===== config.mk =====
export PLATFORM = sky130hd
export DESIGN_NAME = mix_columns
export DESIGN_NICKNAME = d
export VERILOG_FILES = /design/src/rtl/aes_pkg.sv /design/src/rtl/mix_single_column.sv /design/src/rtl/mix_columns.sv
export SDC_FILE = /design/constraint.sdc
export NUM_CORES = 1
export LEC_CHECK = 0
export ABC_AREA = 1
export ABC_CLOCK_PERIOD_IN_PS = 7100
export CELL_PAD_IN_SITES_DETAIL_PLACEMENT = 1
export CELL_PAD_IN_SITES_GLOBAL_PLACEMENT = 1
export CORE_UTILIZATION = 36
export DETAILED_ROUTE_END_ITERATION = 8
export PLACE_DENSITY = 0.79
export SYNTH_ARGS = -nofsm -noshare
export SYNTH_HDL_FRONTEND = slang
export SYNTH_HIERARCHICAL = 1
export SYNTH_SLANG_ARGS = --single-unit
export TNS_END_PERCENT = 5

===== constraint.sdc =====
create_clock -name clk -period 7.1 [get_ports clk]
set_clock_uncertainty 0.05 [all_clocks]
set_input_delay 2.13 -clock clk [delete_from_list [all_inputs] [get_ports clk]]
set_output_delay 2.13 -clock clk [all_outputs]
set_load 0.005 [all_outputs]

===== src/rtl/aes_pkg.sv =====
// AES GF(2^8) helpers shared by the MixColumns stage.
// Optional macro INV_MIXCOL_EN adds the inverse-matrix multipliers.
package aes_pkg;

  localparam logic [7:0] AES_POLY = 8'h1B;

  typedef logic [7:0]  byte_t;
  typedef logic [31:0] col_t;

  function automatic byte_t xtime(input byte_t x);
    return {x[6:0], 1'b0} ^ (x[7] ? AES_POLY : 8'h00);
  endfunction

  function automatic byte_t gmul3(input byte_t x);
    return xtime(x) ^ x;
  endfunction

`ifdef INV_MIXCOL_EN
  function automatic byte_t gmul9(input byte_t x);
    byte_t x2, x4, x8;
    x2 = xtime(x);
    x4 = xtime(x2);
    x8 = xtime(x4);
    return x8 ^ x;
  endfunction

  function automatic byte_t gmul11(input byte_t x);
    byte_t x2, x4, x8;
    x2 = xtime(x);
    x4 = xtime(x2);
    x8 = xtime(x4);
    return x8 ^ x2 ^ x;
  endfunction

  function automatic byte_t gmul13(input byte_t x);
    byte_t x2, x4, x8;
    x2 = xtime(x);
    x4 = xtime(x2);
    x8 = xtime(x4);
    return x8 ^ x4 ^ x;
  endfunction

  function automatic byte_t gmul14(input byte_t x);
    byte_t x2, x4, x8;
    x2 = xtime(x);
    x4 = xtime(x2);
    x8 = xtime(x4);
    return x8 ^ x4 ^ x2;
  endfunction
`endif

endpackage


===== src/rtl/mix_single_column.sv =====
// Combinational MixColumns on one 32-bit column, row 0 in col[31:24].
// Ports: col in, res out; inv selects inverse (macro INV_MIXCOL_EN).
module mix_single_column
  import aes_pkg::*;
(
`ifdef INV_MIXCOL_EN
  input  logic inv,
`endif
  input  col_t col,
  output col_t res
);

  byte_t a0, a1, a2, a3;
  col_t  fwd;

  assign a0 = col[31:24];
  assign a1 = col[23:16];
  assign a2 = col[15:8];
  assign a3 = col[7:0];

  assign fwd = {
    xtime(a0) ^ gmul3(a1) ^ a2 ^ a3,
    a0 ^ xtime(a1) ^ gmul3(a2) ^ a3,
    a0 ^ a1 ^ xtime(a2) ^ gmul3(a3),
    gmul3(a0) ^ a1 ^ a2 ^ xtime(a3)
  };

`ifdef INV_MIXCOL_EN
  col_t bwd;

  assign bwd = {
    gmul14(a0) ^ gmul11(a1) ^ gmul13(a2) ^ gmul9(a3),
    gmul9(a0) ^ gmul14(a1) ^ gmul11(a2) ^ gmul13(a3),
    gmul13(a0) ^ gmul9(a1) ^ gmul14(a2) ^ gmul11(a3),
    gmul11(a0) ^ gmul13(a1) ^ gmul9(a2) ^ gmul14(a3)
  };

  assign res = inv ? bwd : fwd;
`else
  assign res = fwd;
`endif

endmodule


===== src/rtl/mix_columns.sv =====
// AES MixColumns round stage, one registered cycle of latency.
// Ports: clk, rst (async high), in_valid, inv (INV_MIXCOL_EN only),
// msg in, out_valid, cipher out. Byte 0 sits in msg[127:120].
module mix_columns
  import aes_pkg::*;
(
  input  logic         clk,
  input  logic         rst,
  input  logic         in_valid,
`ifdef INV_MIXCOL_EN
  input  logic         inv,
`endif
  input  logic [127:0] msg,
  output logic         out_valid,
  output logic [127:0] cipher
);

  logic [127:0] mixed;

  for (genvar c = 0; c < 4; c++) begin : g_col
    mix_single_column u_col (
`ifdef INV_MIXCOL_EN
      .inv (inv),
`endif
      .col (msg[127-32*c -: 32]),
      .res (mixed[127-32*c -: 32])
    );
  end

  // Data only loads on accepted states so idle msg cannot leak in.
  always_ff @(posedge clk or posedge rst) begin
    if (rst) begin
      cipher    <= '0;
      out_valid <= 1'b0;
    end else begin
      out_valid <= in_valid;
      if (in_valid)
        cipher <= mixed;
    end
  end

endmodule


Yosys cells after proc, flatten, opt, wreduce, memory -nomap -nowiden
Cells that the tools add are included.
{"block": "totals", "wordCells": 98, "output_inout_bits": 129, "reg_bits": 129}
{"block": "op_classes", "n_bitwise": 80, "n_mux": 16}
{"cell": "8-bit bitwise XOR", "n": 76}
{"cell": "5-bit two-way mux", "n": 16}
{"cell": "8-bit by 5-bit bitwise XOR with 8-bit output", "n": 4}

Depth between registers and ports, before layout
{"block": "logic_depth", "word_depth": 6, "ltp_mapped": 11, "mapped_depth_nobuf": 10}

Cells and area by module
The synthesis kept the hierarchy.
{"mod": "mix_single_column", "instances": 4, "area_per_inst_um2": 2020.7, "cells_each": 431}
{"mod": "mix_columns", "instances": 1, "area_per_inst_um2": 4988.5, "cells_each": 543}

Worst setup path after synthesis
No wires, ideal clock.
{"block": "synth_path", "path_type": "input port to flip-flop", "from": "input port msg[103]", "to": "register cipher[108]", "t_required_ns": 6.934, "slack_ns": 4.121, "path_stages": 11, "arrival_ns": 2.812, "cell_sequence": "buf_4 -> inv_4 -> nand2_1 -> nand2_1 -> nand2_1 -> nand2_1 -> inv_1 -> nand2_1 -> nand2_1 -> nand2_1 -> nand2_1"}
{"block": "synth_via", "elab_chain_cells": 4}
{"item": "start: declaration", "line_no": "mix_columns.sv:13", "text": "input logic [127:0] msg,"}
{"item": "5-bit two-way mux", "line_no": "aes_pkg.sv:11", "text": "return {x[6:0], 1'b0} ^ (x[7] ? AES_POLY : 8'h00);"}
{"item": "8-bit bitwise XOR", "line_no": "aes_pkg.sv:11"}
{"item": "8-bit bitwise XOR", "line_no": "aes_pkg.sv:15", "text": "return xtime(x) ^ x;"}
{"item": "8-bit bitwise XOR", "line_no": "mix_single_column.sv:24", "text": "a0 ^ a1 ^ xtime(a2) ^ gmul3(a3),"}
{"item": "named net mixed[108]", "line_no": "mix_columns.sv:18", "text": "logic [127:0] mixed;"}
{"item": "end signal: assignment", "line_no": "mix_columns.sv:38", "text": "cipher <= mixed;"}
{"item": "end: declaration", "line_no": "mix_columns.sv:15", "text": "output logic [127:0] cipher"}
The timed path passes the listed nets, and every way through them passes these cells.
A chain may end at the register's enable or synchronous reset.

Worst setup path in the final report
{"block": "layout_path", "from": "input port msg[111]", "to": "register cipher[119]"}
{"block": "layout_via", "elab_chain_cells": 3}
{"item": "8-bit bitwise XOR", "line_no": "aes_pkg.sv:15"}
{"item": "8-bit bitwise XOR (2 in series)", "line_no": "mix_single_column.sv:23", "text": "a0 ^ xtime(a1) ^ gmul3(a2) ^ a3,"}
{"item": "named net mixed[119]", "line_no": "mix_columns.sv:18"}
The timed path passes the listed nets, and every way through them passes these cells.

==> metrics <==
Chip Width=193 um; die area=approximately 0.037 sq mm; cell area after layout=0.0161 sq mm; first-pass iteration count of the detailed router=7; Worst path slowest cell=clkdlybuf4s50_1; status=finished, violations left; Max Clk Rate=256 MHz; pin count of the biggest net entering global routing=95; hold bufs inserted after CTS=0; hold path depth=2; Synth Area per Inst=roughly 5.8 sq um; DP HPWL=34900 um; post-synthesis cell count=2267; Hold Fails Final Rpt=0; drt wl/cell=approximately 15 um; CP Buf/Inv Count=2; first-pass GRT wire length=74000 um; CTS Buf Count=17; clock sinks=129; synth top area cells=nand2_1, dfrtp_1, xor2_1; RSZ-0062 raised after global routing=no; global placer's final weighted congestion=0.833; Area Growth Syn to Fin=23.4%; violated checks=DRC; synth cell count leaders=nand2_1, dfrtp_1, inv_1; DR vias=14132; initial core utilization=36.7%; most common flop cell mapped by yosys=dfrtp_1; CP Cell Sequence=clkdlybuf4s50_1 -> inv_1 -> nand2_1 -> nand2_1 -> nand2_1 -> nand2_1 -> xor2_1 -> nand2_1 -> nand2_1; combinational power share=37.9%; Synth top area share=42.2%; CP most frequent cell=nand2_1; R2R Setup Slk=6380 ps; clk_lat worst skew=approximately 420 ps; Root Buffer=clkbuf_16; post-route ant nets=0; gr usage total=25.0%; Setup crit start kind=primary input; Critical Path Fanout Max=11; CP top delay family=buffers and inverters; Rel. slew slack=31.4%; Worst path depth=9; total gr overflow=0; Crit Path Category=in2reg; yosys warns=6; post-route DRC violation count=26; internal power=1.98 mW; Worst R2R End=cipher[39]$_DFFE_PP0P_; final setup fails=0; clk buf depth=2; Tcrit/Tclk final=55.1%; vias in the first global route=between 15000 and 20000; die height=193 um; asr flop ratio synth=100%; hold_ws=420 ps; required time worst endpoint=~7400 ps; most numerous cell in the Yosys netlist=nand2_1; fin crit period=3910 ps; worst hold path class=reg2reg; TNS Setup=0 ps; post-CTS setup buffer count=0; switching power total=1.09 mW; Place WS=2770 ps; I/O pin count=260; CP arrival=4230 ps; PD cells=190 mW/mm^2; clock share of power=31.7%; Slew Limit Fails=0; synthesized net count=approximately 2400; Seq pwr share=30.4%; synthesis-stage register bit count=129; Cell Area, Synth=0.0131 sq mm; PostCTS Resize Cnt=0; Reg2Reg Depth=2; worst hold start=cipher[58]$_DFFE_PP0P_; synth unique cells=20; # nets final=2587; Worst R2R Start=cipher[39]$_DFFE_PP0P_; Core ar.=about 0.036 sq mm; number of flops mapped to enable cells by yosys=0; fraction of the yosys area taken by sequential cells=about a quarter; Starting DRT DRC Count=~470; initial antenna violation count=0; Worst VDD drop=165 uV; routed vias/inst=4.82; antenna cells=0; drt total wl=approximately 45000 um; fin worst setup slack=around 3200 ps; Lkg Pwr=about 9.4 nW; kind of end point of the critical path=register; Clk pin slew, worst setup/hold paths=60 ps; worst-margin pin slew=about 1000 ps; IO buf count=between 200 and 300; largest area contributor in the netlist=nand2_1; H-tree depth=4; share of cells above drive strength 1=6.64%; CTS tree=built; sw frac=35.5%; slowest stage delay, CP=slightly below 1000 ps; Post-DP Area=0.0155 sq mm; site row count=69; max cap viols=0; Worst Hold Endpoint=cipher[58]$_DFFE_PP0P_
-- cells in the final DEF (no fill, tap or decap), drive strengths merged --
master / count
clkbuf: 20
nand3b: 8
bufinv: 4
xnor2: 48
clkinv: 5
o21ai: 4
clkdlybuf4s50: 258
nor2: 44
nand4: 12
buf: 4
dfrtp: 129
clkinvlp: 1
nand3: 116
xor2: 116
inv: 192
nand2: 1508
-- cell type report --
class / count / area [sq um]
Sequential cell: 129 / 3230
Inverter: 190 / 781
Tap cell: 461 / 577
Clock buffer: 20 / 447
Timing Repair Buffer: 262 / 2610
Multi-Input combinational cell: 1856 / 8300
Clock inverter: 12 / 181
Fill cell: 4918 / 19500
-- power by group through the flow --
stage               registers [mW]  clock network (mW)  logic (mW)
finish                       0.931               0.971        1.16
global route                 0.947                1.02        1.31
CTS                          0.932               0.998        1.18
detailed placement           0.942                   0        1.17
global placement             0.940                   0        1.13
floorplan                    0.942                   0       0.650
-- state kept, by name, summed over array words and instances, names as in the netlist --
signal and cells:
out_valid 1, cipher 128
-- metrics by stage --
| stage | power (mW) | instances | utilization (%) |
|---|---|---|---|
| 2_1_floorplan | 1.59 | 2267 | - |
| 3_3_place_gp | 2.07 | 2898 | 43.5 |
| 3_5_place_dp | 2.11 | 2898 | 43.5 |
| 4_1_cts | 3.11 | 2930 | 45.2 |
| 5_1_grt | 3.28 | 2930 | 45.2 |
| 6_report | 3.06 | 2930 | 45.2 |
-- worst reg2reg max path: stages (launching register included) --
cell and delay (ps):
dfrtp_1 390, nand2_1 80, nand2_1 80
-- kinds of logic after synthesis --
kind of cell	count (synthesis)	synth area share (%)
and+or+nand+nor	1688	51.1
xor gates and xnor gates	164	12.3
DFF	129	24.7
buffers and inverters	282	11.8
AOI/OAI and AO/OA	4	0.153
-- worst max-delay path by stage --
stage,startpoint,end,slack [ps]
4_1_cts,msg[111],cipher[107]$_DFFE_PP0P_,3230
3_5_place_dp,msg[111],cipher[107]$_DFFE_PP0P_,2770
3_3_place_gp,msg[111],cipher[107]$_DFFE_PP0P_,2840
5_1_grt,msg[111],cipher[107]$_DFFE_PP0P_,3080
2_1_floorplan,rst,cipher[0]$_DFFE_PP0P_,1480
6_report,msg[111],cipher[119]$_DFFE_PP0P_,3190
-- routing by layer --
metal,global-route usage [%],vias up,share of wire [%]
met5,0,-,0
li1,-,7116,-
met3,4.31,60,3.5
met1,29.3,6739,44
met4,7.63,0,2.3
met2,46.0,217,50
Power figures use the tool's default switching activity.
